**src/rtl/arb_mux_param.sv**
```systemverilog


module arb_mux_param #(
  parameter type T = logic [7:0],
  parameter int SEL = 2,
  localparam int N = 2**SEL
) (
  input  logic           clk,
  input  logic           rst_n,
  input  T               Entry [N],
  input  logic [N-1:0]   EntryValid,
`ifdef ARB_MUX_LOCK_EN
  input  logic [N-1:0]   EntryLock,
`endif
  output logic [N-1:0]   EntryReady,
  input  logic           Mode,
  input  logic [SEL-1:0] Select,
  output T               Sal,
  output logic           SalValid,
  input  logic           SalReady,
  output logic [SEL-1:0] Grant
);

  logic [SEL-1:0] ptr;
  logic [SEL-1:0] cand;
  logic           cand_ok;
  logic           load_ok;
  logic           xfer;

`ifdef ARB_MUX_LOCK_EN
  logic           locked;
  logic [SEL-1:0] lock_ch;
`endif

  assign load_ok = !SalValid || SalReady;

  // Descending scan so the nearest valid channel above ptr wins.
  always_comb begin
    cand    = Select;
    cand_ok = EntryValid[Select];
    if (Mode) begin
      cand    = ptr;
      cand_ok = 1'b0;
      for (int i = N-1; i >= 0; i--) begin
        if (EntryValid[ptr + SEL'(i)]) begin
          cand    = ptr + SEL'(i);
          cand_ok = 1'b1;
        end
      end
`ifdef ARB_MUX_LOCK_EN
      if (locked) begin
        cand    = lock_ch;
        cand_ok = EntryValid[lock_ch];
      end
`endif
    end
  end

  always_comb begin
    EntryReady = '0;
    if (rst_n && load_ok && cand_ok)
      EntryReady[cand] = 1'b1;
  end

  assign xfer = |EntryReady;

  always_ff @(posedge clk or negedge rst_n) begin
    if (!rst_n) begin
      Sal      <= T'(0);
      SalValid <= 1'b0;
      Grant    <= '0;
      ptr      <= '0;
    end else begin
      if (xfer) begin
        Sal      <= Entry[cand];
        Grant    <= cand;
        SalValid <= 1'b1;
        if (Mode)
          ptr <= cand + SEL'(1);
      end else if (SalReady) begin
        SalValid <= 1'b0;
      end
    end
  end

`ifdef ARB_MUX_LOCK_EN
  always_ff @(posedge clk or negedge rst_n) begin
    if (!rst_n) begin
      locked  <= 1'b0;
      lock_ch <= '0;
    end else if (!Mode) begin
      locked <= 1'b0;
    end else if (xfer) begin
      if (EntryLock[cand]) begin
        locked  <= 1'b1;
        lock_ch <= cand;
      end else if (locked) begin
        locked <= 1'b0;
      end
    end
  end
`endif

endmodule
```
**config.mk**
```make
export PLATFORM = sky130hd
export DESIGN_NAME = arb_mux_param
export DESIGN_NICKNAME = d
export VERILOG_FILES = /design/src/rtl/arb_mux_param.sv
export SDC_FILE = /design/constraint.sdc
export NUM_CORES = 1
export LEC_CHECK = 0
export CAP_MARGIN = 20
export CELL_PAD_IN_SITES_DETAIL_PLACEMENT = 0
export CELL_PAD_IN_SITES_GLOBAL_PLACEMENT = 1
export CORE_ASPECT_RATIO = 0.8
export CORE_MARGIN = 5
export CORE_UTILIZATION = 25
export DETAILED_ROUTE_END_ITERATION = 8
export PLACE_DENSITY_LB_ADDON = 0.1
export SYNTH_ARGS = -nofsm -noshare
export SYNTH_HDL_FRONTEND = slang
export SYNTH_SLANG_ARGS = --single-unit
```
**constraint.sdc**
```tcl
create_clock -name clk -period 1.95 [get_ports clk]
set_clock_uncertainty 0.2 [all_clocks]
set_input_delay 0.39 -clock clk [delete_from_list [all_inputs] [get_ports clk]]
set_output_delay 0.39 -clock clk [all_outputs]
set_load 0.03 [all_outputs]
```
# Word-level counts from Yosys, hierarchy flattened
# Index checks and enable logic that the tools add are counted.
[word_totals]
register_bits = 13
output_inout_bits = 15
elab_cells = 53
in_bits = 42
[classes]
n_reduce_logical = 8
n_bitwise = 1
magnitude_cmp = 8
addsub = 4
n_mux = 28
[ops]
columns = ["cell", "count"]
rows = [
  ["less-than comparator 2 x 3 -> 1 bit (second input constant)", 6],
  ["binary-select mux 8 bit (select 2 bit)", 1],
  ["two-way mux 8 bit", 2],
  ["two-way mux 1 bit", 13],
  ["binary-select mux 1 bit (select 2 bit)", 5],
  ["two-way mux 2 bit", 5],
  ["adder 2 x 1 -> 2 bit (second input constant)", 2],
  ["adder 2 bit (second input constant)", 2],
  ["two-way mux 4 bit", 1],
  ["OR reduction 4 bit", 1],
  [">= comparator 3 bit (second input constant)", 1],
  ["logical AND 1 bit", 3],
  ["inverter 2 -> 3 bit", 1],
  ["demux 1 bit (select 2 bit)", 1],
  [">= comparator 2 x 1 -> 1 bit (second input constant)", 1],
  ["AND reduction 2 bit", 1],
  ["nonzero test 2 bit", 1],
  ["zero test 1 bit", 1],
  ["logical OR 1 bit", 1],
]

# Depth between registers and ports, before layout
[depth]
word_depth = 15
ltp_mapped = 7
ltp_nobuf = 5

# Worst setup path after synthesis
# No wires, ideal clock.
[synth_path]
path_type = "in2out"
start = "input port EntryValid[2]"
end = "output port EntryReady[1]"
n_path_buf = 1
t_required_ns = 1.360
t_arrival_ns = 1.941
path_stages = 5
path_slack_ns = -0.581
cell_sequence = "or2_1 > a21oi_1 > a41oi_2 > buf_4 > nor3_1"
[synth_via]
elab_chain_len = 12
word_cells_on_any_way = 27
cone_classes = "2 x order compare; 23 x mux; 2 x reduce/logical"
[synth_rtl]
columns = ["item", "line_no", "source"]
rows = [
  ["start, declared", "11", "input logic [N-1:0] EntryValid,"],
  ["binary-select mux 1 bit (select 2 bit)", "45", "if (EntryValid[ptr + SEL'(i)]) begin"],
  ["two-way mux 1 bit (implied by the code)", "45", ""],
  ["two-way mux 2 bit (4 in a row)", "45", ""],
  ["two-way mux 2 bit", "41", "if (Mode) begin"],
  ["less-than comparator 2 x 3 -> 1 bit (implied by the code) or >= comparator 2 x 1 -> 1 bit (tied branches)", "62", "EntryReady[cand] = 1'b1;"],
  ["logical AND 1 bit (implied by the code)", "62", ""],
  ["two-way mux 1 bit (implied by the code)", "62", ""],
  ["demux 1 bit (select 2 bit)", "62", ""],
  ["two-way mux 4 bit *", "61", "if (rst_n && load_ok && cand_ok)"],
  ["end, declared", "15", "output logic [N-1:0] EntryReady,"],
]
# Every way passes the cells marked *; elsewhere a longest branch is shown, timed or not. The select of a mux whose other input is x is not followed.

# Worst setup path after layout
[layout_path]
start = "register ptr[1]"
end = "output port EntryReady[1]"
[layout_via]
elab_chain_len = 13
word_cells_on_any_way = 28
cone_classes = "3 x add/sub; 2 x order compare; 21 x mux; 2 x reduce/logical"
[layout_rtl]
columns = ["item", "line_no", "source"]
rows = [
  ["start, declared", "24", "logic [SEL-1:0] ptr;"],
  ["start signal, assigned", "79", "ptr <= cand + SEL'(1);"],
  ["adder 2 bit", "45, 46", ""],
  ["binary-select mux 1 bit (select 2 bit)", "45", ""],
  ["two-way mux 1 bit (implied by the code)", "45", ""],
  ["two-way mux 2 bit (4 in a row)", "45", ""],
  ["two-way mux 2 bit", "41", ""],
  ["less-than comparator 2 x 3 -> 1 bit (implied by the code) or >= comparator 2 x 1 -> 1 bit (tied branches)", "62", ""],
  ["logical AND 1 bit (implied by the code)", "62", ""],
  ["two-way mux 1 bit (implied by the code)", "62", ""],
  ["demux 1 bit (select 2 bit)", "62", ""],
  ["two-way mux 4 bit *", "61", ""],
]
# Marks and branches as above.

==> qor_table.md <==
| Item | Value |
|---|---|
| Setup WS pre-CTS | -1090 ps |
| Number of cells traversed by the worst register-to-register path | 8 |
| Remaining max-slew budget at the tightest pin | 0.784 |
| Net count reported at finish | 240 |
| Transition time of the tightest slew-check pin | 323 ps |
| Hold buffers post-CTS | 0 |
| Chip Width | 83.1 um |
| Critical path data arrival time | 1710 ps |
| Sequential cell area | 327 sq um |
| Hold Path End | Grant[1] |
| Worst path setup slack after routing | -351 ps |
| Via total after detailed routing | 1218 |
| Fraction of registers with async set or reset after synthesis | 1.00 |
| DPL Wire Length | 2.75 mm |
| PD cells | 938 nW/um^2 |
| Number of global-route vias before repair | 1204 |
| Largest voltage drop on the vdd net | 0.508 mV |
| Critical path required time | 1360 ps |
| Number of I/O pins | 57 |
| Global-route wire length before repair | 5.80 mm |
| Yosys top cell area share | 0.305 |
| Total count of hold-check failures in the final report | 0 |
| Gate Count Post-Synth | 114 |
| Library cell occupying the most area in the post-synthesis netlist | sky130_fd_sc_hd__dfrtp_1 |
| Core region area | 4150 sq um |
| Worst Hold Class | flip-flop to flip-flop |
| Number of nets produced by synthesis | 156 |
| Unrepaired setup endpoints after global routing | yes |
| Startpoint type of the worst setup path | flip-flop |
| Die height | 68.4 um |
| Sort of element at the end of the critical path | primary output |
| Share of cells above drive strength 1 | 0.447 |
| Final-report setup violation count | 13 |
| EDFF count, synth | 0 |
| Part of the Yosys area used for sequential elements | 0.305 |
| Flip-flop cell with the highest count after synthesis | sky130_fd_sc_hd__dfrtp_1 |
| Vias per cell | 4.80 |
| Cell depth of the worst min-delay path | 2 |
| TritonCTS clock tree | done |
| Clock root buffer | sky130_fd_sc_hd__clkbuf_8 |
| Total number of placement rows | 21 |
| Worst R2R End | ptr[1] |
| Critical path type | flip-flop to primary output |
| Maximum number of pins on one net before global-route repair | 18 |
| Synth Warn # | 0 |
| Overall Global Routing Usage | 0.128 |
| Tcrit/Tclk final | 1.18 |
| Remaining global-route overflow | 0 |
| CTS Buf Count | 3 |
| Number of buffers on the longest clock path | 2 |
| Clock latency at the later pin of the worst-skew pair | 240 ps |
| Lkg Pwr | 0.869 nW |
| Initial antenna violation count | 0 |
| Hold Crit Start | Grant[1] |
| Initial Utilization | 0.257 |
| Top cells by area in the synthesized netlist | sky130_fd_sc_hd__dfrtp_1 (30%), sky130_fd_sc_hd__a21boi_0 (9.8%), sky130_fd_sc_hd__a211oi_2 (9.4%) |
| Initial detailed-routing violation count | 49 |
| Remaining routing DRC violations | 0 |
| Final std cell area, no fill | 2220 sq um |
| Crit-path max FO | 7 |
| Run status | complete, but fails checks |
| Multi-input combinational cell area | 872 sq um |
| Clock slew at reported path FFs | 60 ps |
| Post-layout utilization of the core | 0.536 |
| Number of slew-limit violations in the final report | 0 |
| Syn-to-layout area delta | 108% |
| Filler cells | 394 |
| Max-capacitance violation count | 0 |
| Antenna diode instance count | 0 |
| Total clock sinks | 13 |
| Final GP Congestion | 0.713 |
| Routed wire per std cell | 14.8 um |
| Beginning of the worst register-to-register path | ptr[1] |
| Number of routed nets with antenna violations | 0 |
| Avg Synthesized Cell Area | 9.36 sq um |
| Number of port buffers | 56 |
| Maximum achievable frequency | 435 MHz |
| H-tree lvl count | 1 |
| Flip-flop and latch count after synthesis | 13 |
| Placement-stage cell area | 1780 sq um |
| Minimum setup slack among reg-to-reg paths | -190 ps |
| Number of distinct library cells after synthesis | 34 |
| Post-route worst hold slack | 271 ps |
| First-pass DRT Iterations | 4 |
| Time the worst path needs with I/O delays and setup | 2300 ps |
| Violated checks | setup timing |
| Post-synthesis instance area | 1070 sq um |
| Post-detailed-routing wire length | 3.77 mm |
| Area enclosed by the die boundary | 5680 sq um |
==> layout by cell type (no fill, tap or decap), types with 3 or more instances in the layout <==
cell type,count
sky130_fd_sc_hd__a211oi_2,10
sky130_fd_sc_hd__a211oi_4,6
sky130_fd_sc_hd__a21boi_0,6
sky130_fd_sc_hd__a21boi_1,5
sky130_fd_sc_hd__a21boi_2,5
sky130_fd_sc_hd__buf_4,21
sky130_fd_sc_hd__buf_6,12
sky130_fd_sc_hd__clkbuf_8,3
sky130_fd_sc_hd__clkdlybuf4s15_2,3
sky130_fd_sc_hd__clkdlybuf4s50_1,45
sky130_fd_sc_hd__dfrtp_1,12
sky130_fd_sc_hd__nand2_1,13
sky130_fd_sc_hd__nand2b_1,3
sky130_fd_sc_hd__nor2b_1,4
sky130_fd_sc_hd__o31ai_1,8
==> routing by layer <==
layer / part of all wire / GRT usage
met5: 0 / 0
met4: 0 / 0.0143
met3: 0.057 / 0.0385
met2: 0.46 / 0.201
met1: 0.48 / 0.180
==> what timing repair did <==
action,in CTS,in global routing
pin swaps,7,26
endpoints found under the setup margin,16,13
gates cloned,1,2
buffers inserted,9,7
hold endpoints to repair,0,0
resized for setup,58,38
==> through the flow <==
stage / power [mW] / setup TNS, ps / instances
2_1_floorplan: 1.05 / -332 / 114
3_3_place_gp: 1.43 / -10210 / 232
3_5_place_dp: 1.43 / -11030 / 232
4_1_cts: 1.80 / -2410 / 246
5_1_grt: 2.21 / -3450 / 254
6_report: 2.09 / -2620 / 254
==> worst max-delay path by stage <==
stage / startpoint / end / slack [ps] / cells after the start
after floorplan: Mode / EntryReady[0] / -140 / 6
after global routing: ptr[1] / EntryReady[1] / -430 / 6
after detailed placement: EntryValid[0] / EntryReady[3] / -1090 / 7
after CTS: ptr[1] / EntryReady[0] / -350 / 7
final: ptr[1] / EntryReady[1] / -350 / 6
after global placement: Select[1] / EntryReady[3] / -1070 / 7
==> critical path: stages, from the launching register on <==
cell	delay [ps]
sky130_fd_sc_hd__dfrtp_2	450
sky130_fd_sc_hd__nand2_2	70
sky130_fd_sc_hd__a221o_2	350
sky130_fd_sc_hd__and2_4	150
sky130_fd_sc_hd__buf_12	120
sky130_fd_sc_hd__nor3_4	160
sky130_fd_sc_hd__buf_6	150
==> synth_stat cells (all sizes together), types with 2 or more instances <==
cell    count
a211oi     16
a21boi     16
nand2      14
dfrtp      13
buf         8
o31ai       8
nor2b       5
nand2b      4
nor2        4
o21ai       3
mux2        2
nor3        2
nor3b       2
o21bai      2
==> cell families after synthesis <==
group | count (synthesis) | synth area share
buf+inv | 9 | 0.0633
simple gates | 35 | 0.168
mux | 3 | 0.0305
compound gates | 53 | 0.426
xor+xnor | 1 | 0.00821
flops | 13 | 0.305
==> cell type report <==
class / count / area share
clock buffers: 4 / 0.0203
multi-input cells: 92 / 0.392
well taps: 57 / 0.0321
repair buffers: 88 / 0.409
flip-flops and latches: 13 / 0.147
==> registers in the layout (all words and copies together) (netlist names) <==
signal,flops
ptr,2
Sal,8
Grant,2
SalValid,1
==> power breakdown <==
part	switching, mW	total, mW	leakage (nW)	internal (mW)
Sequential	0.0856	0.452	0.158	0.367
Clock	0.0987	0.243	0.0228	0.144
Combinational	0.673	1.39	0.688	0.718
Power figures use the tool's default switching activity.
